--- src/rtl/fifo_leveled.sv ---
// ----------------------------------------------------------------------------
// fifo_leveled
//   Single-clock FIFO with arbitrary (non power-of-two) depth, occupancy count,
//   programmable almost-full / almost-empty marks, sticky overflow / underflow
//   flags, synchronous flush, and either show-ahead or registered read data.
//   It decouples the host-side write path from the display-command consumer.
//
// Ports
//   clk          clock, every state update on the rising edge
//   rst          asynchronous reset, active high
//   flush        synchronous clear of contents and sticky flags (top priority)
//   write_en     push write_data when there is room (or a same-cycle pop)
//   write_data   word to push
//   read_en      pop the head word when not empty
//   read_data    FWFT=1: current head word; FWFT=0: word popped last cycle
//   read_valid   FWFT=1: !empty; FWFT=0: high the cycle after an accepted pop
//   empty/full   level == 0 / level == DEPTH
//   almost_empty level <= AE_LEVEL
//   almost_full  level >= AF_LEVEL
//   level        current occupancy, 0..DEPTH
//   overflow     sticky: a write was refused because the FIFO was full
//   underflow    sticky: a read was refused because the FIFO was empty
// ----------------------------------------------------------------------------
module fifo_leveled #(
    parameter int WIDTH    = 8,
    parameter int DEPTH    = 16,
    parameter int AF_LEVEL = 12,
    parameter int AE_LEVEL = 2,
    parameter int FWFT     = 1
) (
    input  logic                       clk,
    input  logic                       rst,
    input  logic                       flush,
    input  logic                       write_en,
    input  logic [WIDTH-1:0]           write_data,
    input  logic                       read_en,
    output logic [WIDTH-1:0]           read_data,
    output logic                       read_valid,
    output logic                       empty,
    output logic                       full,
    output logic                       almost_empty,
    output logic                       almost_full,
    output logic [$clog2(DEPTH+1)-1:0] level,
    output logic                       overflow,
    output logic                       underflow
);

    localparam int LVL_W = $clog2(DEPTH + 1);
    localparam int PTR_W = $clog2(DEPTH);

    localparam logic [PTR_W-1:0] PTR_LAST = PTR_W'(DEPTH - 1);
    localparam logic [LVL_W-1:0] LVL_FULL = LVL_W'(DEPTH);
    localparam logic [LVL_W-1:0] AF_MARK  = LVL_W'(AF_LEVEL);
    localparam logic [LVL_W-1:0] AE_MARK  = LVL_W'(AE_LEVEL);
    localparam logic             AF_RESET = (AF_LEVEL == 0);

    // Storage and state
    logic [WIDTH-1:0] mem_q [DEPTH];

    logic [PTR_W-1:0] wr_ptr_q, wr_ptr_d;
    logic [PTR_W-1:0] rd_ptr_q, rd_ptr_d;
    logic [LVL_W-1:0] level_q,  level_d;
    logic             empty_q,  empty_d;
    logic             full_q,   full_d;
    logic             ae_q,     ae_d;
    logic             af_q,     af_d;
    logic             ovf_q,    ovf_d;
    logic             unf_q,    unf_d;

    logic             wr_acc;
    logic             rd_acc;

    // Explicit wrap so non power-of-two depths never index past the array.
    function automatic logic [PTR_W-1:0] ptr_next(input logic [PTR_W-1:0] p);
        return (p == PTR_LAST) ? '0 : p + PTR_W'(1);
    endfunction

    // Acceptance is decided on registered flags only, so no input reaches a
    // status output combinationally. A pop frees a slot for a same-cycle push
    // when full; a push never feeds a same-cycle pop when empty.
    always_comb begin
        // NOTE: every combinational output gets a default first so that no
        // branch can leave it unassigned and infer a latch.
        rd_acc   = read_en  & ~empty_q & ~flush;
        wr_acc   = write_en & (~full_q | (read_en & ~empty_q)) & ~flush;
        wr_ptr_d = wr_ptr_q;
        rd_ptr_d = rd_ptr_q;
        level_d  = level_q;
        ovf_d    = ovf_q;
        unf_d    = unf_q;

        if (flush) begin
            wr_ptr_d = '0;
            rd_ptr_d = '0;
            level_d  = '0;
            ovf_d    = 1'b0;
            unf_d    = 1'b0;
        end else begin
            if (wr_acc) wr_ptr_d = ptr_next(wr_ptr_q);
            if (rd_acc) rd_ptr_d = ptr_next(rd_ptr_q);
            level_d = level_q + LVL_W'(wr_acc) - LVL_W'(rd_acc);
            if (write_en & full_q & ~rd_acc) ovf_d = 1'b1;
            if (read_en & empty_q)           unf_d = 1'b1;
        end

        // Status flags are registered from the next level so they change on
        // the same edge as level itself.
        empty_d = (level_d == '0);
        full_d  = (level_d == LVL_FULL);
        ae_d    = (level_d <= AE_MARK);
        af_d    = (level_d >= AF_MARK);
    end

    // NOTE: sequential state uses non-blocking assignments so every register
    // samples pre-edge values regardless of process ordering.
    always_ff @(posedge clk or posedge rst) begin
        if (rst) begin
            wr_ptr_q <= '0;
            rd_ptr_q <= '0;
            level_q  <= '0;
            empty_q  <= 1'b1;
            full_q   <= 1'b0;
            ae_q     <= 1'b1;
            af_q     <= AF_RESET;
            ovf_q    <= 1'b0;
            unf_q    <= 1'b0;
        end else begin
            wr_ptr_q <= wr_ptr_d;
            rd_ptr_q <= rd_ptr_d;
            level_q  <= level_d;
            empty_q  <= empty_d;
            full_q   <= full_d;
            ae_q     <= ae_d;
            af_q     <= af_d;
            ovf_q    <= ovf_d;
            unf_q    <= unf_d;
        end
    end

    // NOTE: the storage array has no reset; pointers and level define which
    // entries are meaningful, and leaving it unreset lets it map to RAM.
    always_ff @(posedge clk) begin
        if (wr_acc) mem_q[wr_ptr_q] <= write_data;
    end

    generate
        if (FWFT != 0) begin : g_show_ahead
            // Head word is visible as soon as it is stored; undefined when empty.
            assign read_data  = mem_q[rd_ptr_q];
            assign read_valid = ~empty_q;
        end else begin : g_registered
            logic [WIDTH-1:0] rdata_q;
            logic             rvalid_q;

            always_ff @(posedge clk or posedge rst) begin
                if (rst) begin
                    rdata_q  <= '0;
                    rvalid_q <= 1'b0;
                end else begin
                    rvalid_q <= rd_acc;
                    if (rd_acc) rdata_q <= mem_q[rd_ptr_q];
                end
            end

            assign read_data  = rdata_q;
            assign read_valid = rvalid_q;
        end
    endgenerate

    assign level        = level_q;
    assign empty        = empty_q;
    assign full         = full_q;
    assign almost_empty = ae_q;
    assign almost_full  = af_q;
    assign overflow     = ovf_q;
    assign underflow    = unf_q;

endmodule

--- config.mk ---
export PLATFORM = sky130hd
export DESIGN_NAME = fifo_leveled
export DESIGN_NICKNAME = d
export VERILOG_FILES = /design/src/rtl/fifo_leveled.sv
export SDC_FILE = /design/constraint.sdc
export NUM_CORES = 1
export LEC_CHECK = 0
export CAP_MARGIN = 20
export CORE_MARGIN = 2
export CORE_UTILIZATION = 35
export DETAILED_ROUTE_END_ITERATION = 16
export PLACE_DENSITY = 0.56
export SETUP_SLACK_MARGIN = 0.15
export SLEW_MARGIN = 20
export SYNTH_ARGS = -nofsm -noshare
export SYNTH_HDL_FRONTEND = slang
export SYNTH_SLANG_ARGS = --single-unit
--- constraint.sdc ---
create_clock -name clk -period 3.3 [get_ports clk]
set_input_delay 0.66 -clock clk [delete_from_list [all_inputs] [get_ports clk]]
set_output_delay 0.66 -clock clk [all_outputs]
set_load 0.02 [all_outputs]
==> impl_metrics.toml <==
[status]
status = "finished clean"

[synth]
synth_ff_type = "edfxtp_1"
synth_async_sr_flop_share = 0.129
synth_top_cell_by_area = "edfxtp_1"
synth_seq_area_share = 0.708
synth_edf_count = 128
netlist_instances = 335
yosys_warnings = 0
syn_avg_cell_area_sq_um = 18.2
synth_top_cell_area_share = 0.630
synth_fp_nets = 359
yosysUniqueCellTypes = 36
synth_seq_cells = 147
synth_area_leaders = "edfxtp_1 (63%), dfrtp_1 (7.0%), mux4_1 (6.5%)"
syn_area_sq_um = 6100

[cells_and_area]
area_growth_pct = 20.7
diodes = 0
layout_common_cells = "edfxtp_1 (128), nor2_1 (25), clkdlybuf4s50_1 (24)"
final_core_util = 0.429
n_fill_cell = 1526
layout_commonest_cell = "edfxtp_1"
final_area_sq_um = 7360
layout.nets = 419
drive_gt1_frac = 0.199

[die]
core_area_sq_um = 17200
die_area_sq_um = 18500
die_y_um = 136
initial_core_util = 0.355
io_pins = 33
die_w_um = 136
num_rows = 48

[min_path]
worstHoldPathType = "reg2reg"
holdPathStages = 2
hp-start = "underflow$_DFFE_PP0P_"
min_to = "underflow$_DFFE_PP0P_"

[power]
p_leak_nw = 2.51
power_density_nw_per_um2 = 686
ir_worst_vdd_v = 0.000389

[sta]
finalHoldViolations = 0
worst_slack_ns = 0.226
timing.final.crit_share = 0.932
slew_viol_final = 0
rsz0062_at_grt = "true"
finalClockSkew_ns = 0.00753
clock.fmax_mhz = 325
setup_viol = 0
relSlewSlack = 0.506
period_needed_ns = 3.07
worstMarginPinSlew_ns = 0.740

[cts]
htreeDepth = 4
cts.sinks = 147
numCtsBuffers = 17
holdBufCountCts = 0
path_clk_slew_ns = 0.06
clockRootBuffer = "clkbuf_16"
postCtsSetupBuffers = 0
worstSkewPairLatency_ns = 0.42
cts_tree = "built"
clockBufferDepth = 2

[critical_path]
cp.required_ns = 2.64
rrSetupSlack_ns = 0.49
timing.rr.start = "empty$_DFF_PP1_"
worstSetupStartpointType = "register"
r2r_end = "full$_DFF_PP0_"
crit_fanout = 22
reg2reg_depth = 11
endpoint_kind = "output pin"
path_class = "reg2out"
arrival_ns = 2.41

[route]
drc = 0
ant_nets = 0
wirelength_um = 11800
drt_iter0_markers = 170
vias = 3129
wl_per_cell_um = 18.7
dr.pass1.iters = 4
drt-vias-per-instance = 4.95

[grt]
overflow = 0
grt_use_total = 0.136
grt_pass1_vias = 3139
antenna_found_initial = 0
grt_pass1_wl_um = 18000
grt_max_degree = 32

[place]
dpl-instance-area_sq_um = 6820
place_ws_ns = -0.155
dpl.hpwl_um = 7550
io_buffers = 32
globalplace.congestion = 0.792

[flow_run]
drv_cap = 0
## state kept, by name, indices dropped and copies added, names as in the netlist
register	count
mem_q	128
overflow	1
rd_ptr_q	4
full	1
almost_full	1
wr_ptr_q	4
empty	1
underflow	1
level	5
almost_empty	1
## per-layer routing
layer,global-route usage,vias up,routed length [um]
li1,-,1451,-
met1,0.181,1597,5410
met2,0.216,63,5660
met3,0.0298,18,470
met4,0.0619,0,250
met5,0,-,0
## report_power, final
part	switching, W	internal [W]
Sequential	0.0000658	0.00212
Clock	0.000709	0.00103
Combinational	0.000588	0.000532
Total	0.00136	0.00369
## Yosys cell counts, types with 2 or more instances
library cell	n
xor2_1	4
nor2_1	25
xnor2_1	2
edfxtp_1	128
mux4_2	17
a21o_1	3
ha_1	10
buf_12	2
dfrtp_1	17
nor2b_1	12
mux4_1	15
nor3_1	5
a211oi_1	8
buf_6	2
buf_2	5
dfstp_2	2
clkbuf_1	7
a31oi_1	2
inv_1	14
nand2_1	11
nand2b_1	3
mux2i_1	11
a21oi_1	17
## what timing repair did
item	4_1_cts	5_1_grt
endpoints found under the setup margin	8	7
resized for setup	9	7
pin swaps	0	0
## kinds of logic (layout without fill, tap and decap cells)
group,after synthesis,count (layout),synth area share
simple gates,58,58,0.0441
mux,43,43,0.145
xor+xnor,6,6,0.00861
fa+ha+maj,11,11,0.0238
compound gates,39,39,0.0420
buf+inv,31,103,0.0279
flops,147,147,0.708
## worst max-delay path by stage
stage	start	to	slack [ns]	cells after the start
global route	rd_ptr_q[0]$_DFFE_PP0P_	read_data[5]	0.11	6
finish	rd_ptr_q[0]$_DFFE_PP0P_	read_data[1]	0.23	6
detailed placement	read_en	full$_DFF_PP0_	-0.16	12
global placement	read_en	full$_DFF_PP0_	-0.05	12
CTS	rd_ptr_q[0]$_DFFE_PP0P_	read_data[3]	0.14	6
floorplan	flush	full$_DFF_PP0_	0.28	11
## final cells by class
| class | instances | area, sq um | share of cell area |
|---|---|---|---|
| Sequential cell | 147 | 4320 | 0.587 |
| Multi-Input combinational cell | 157 | 1630 | 0.221 |
| Timing Repair Buffer | 58 | 537 | 0.0729 |
| Clock buffer | 19 | 433 | 0.0588 |
| Tap cell | 225 | 282 | 0.0382 |
| Clock inverter | 12 | 108 | 0.0146 |
| Inverter | 14 | 52.6 | 0.00714 |
## metrics by stage
step	instances	hold WS, ns	power (W)	TNS, ns
finish	632	0.506	0.00505	0
global route	632	0.544	0.00527	0
CTS	632	0.516	0.00506	0
floorplan	335	0.559	0.00295	0
detailed placement	601	0.502	0.00332	-0.322
global placement	601	0.493	0.00331	-0.0510
## worst max-delay path, cell delays in order (launching register included)
cell and delay [ns]:
dfrtp_2 0.38, buf_12 0.21, mux4_1 0.58, nor2b_1 0.15, a211oi_1 0.23, a21oi_1 0.07, dlygate4sd2_1 0.38
Note: power is estimated with default switching activity, not from simulation.
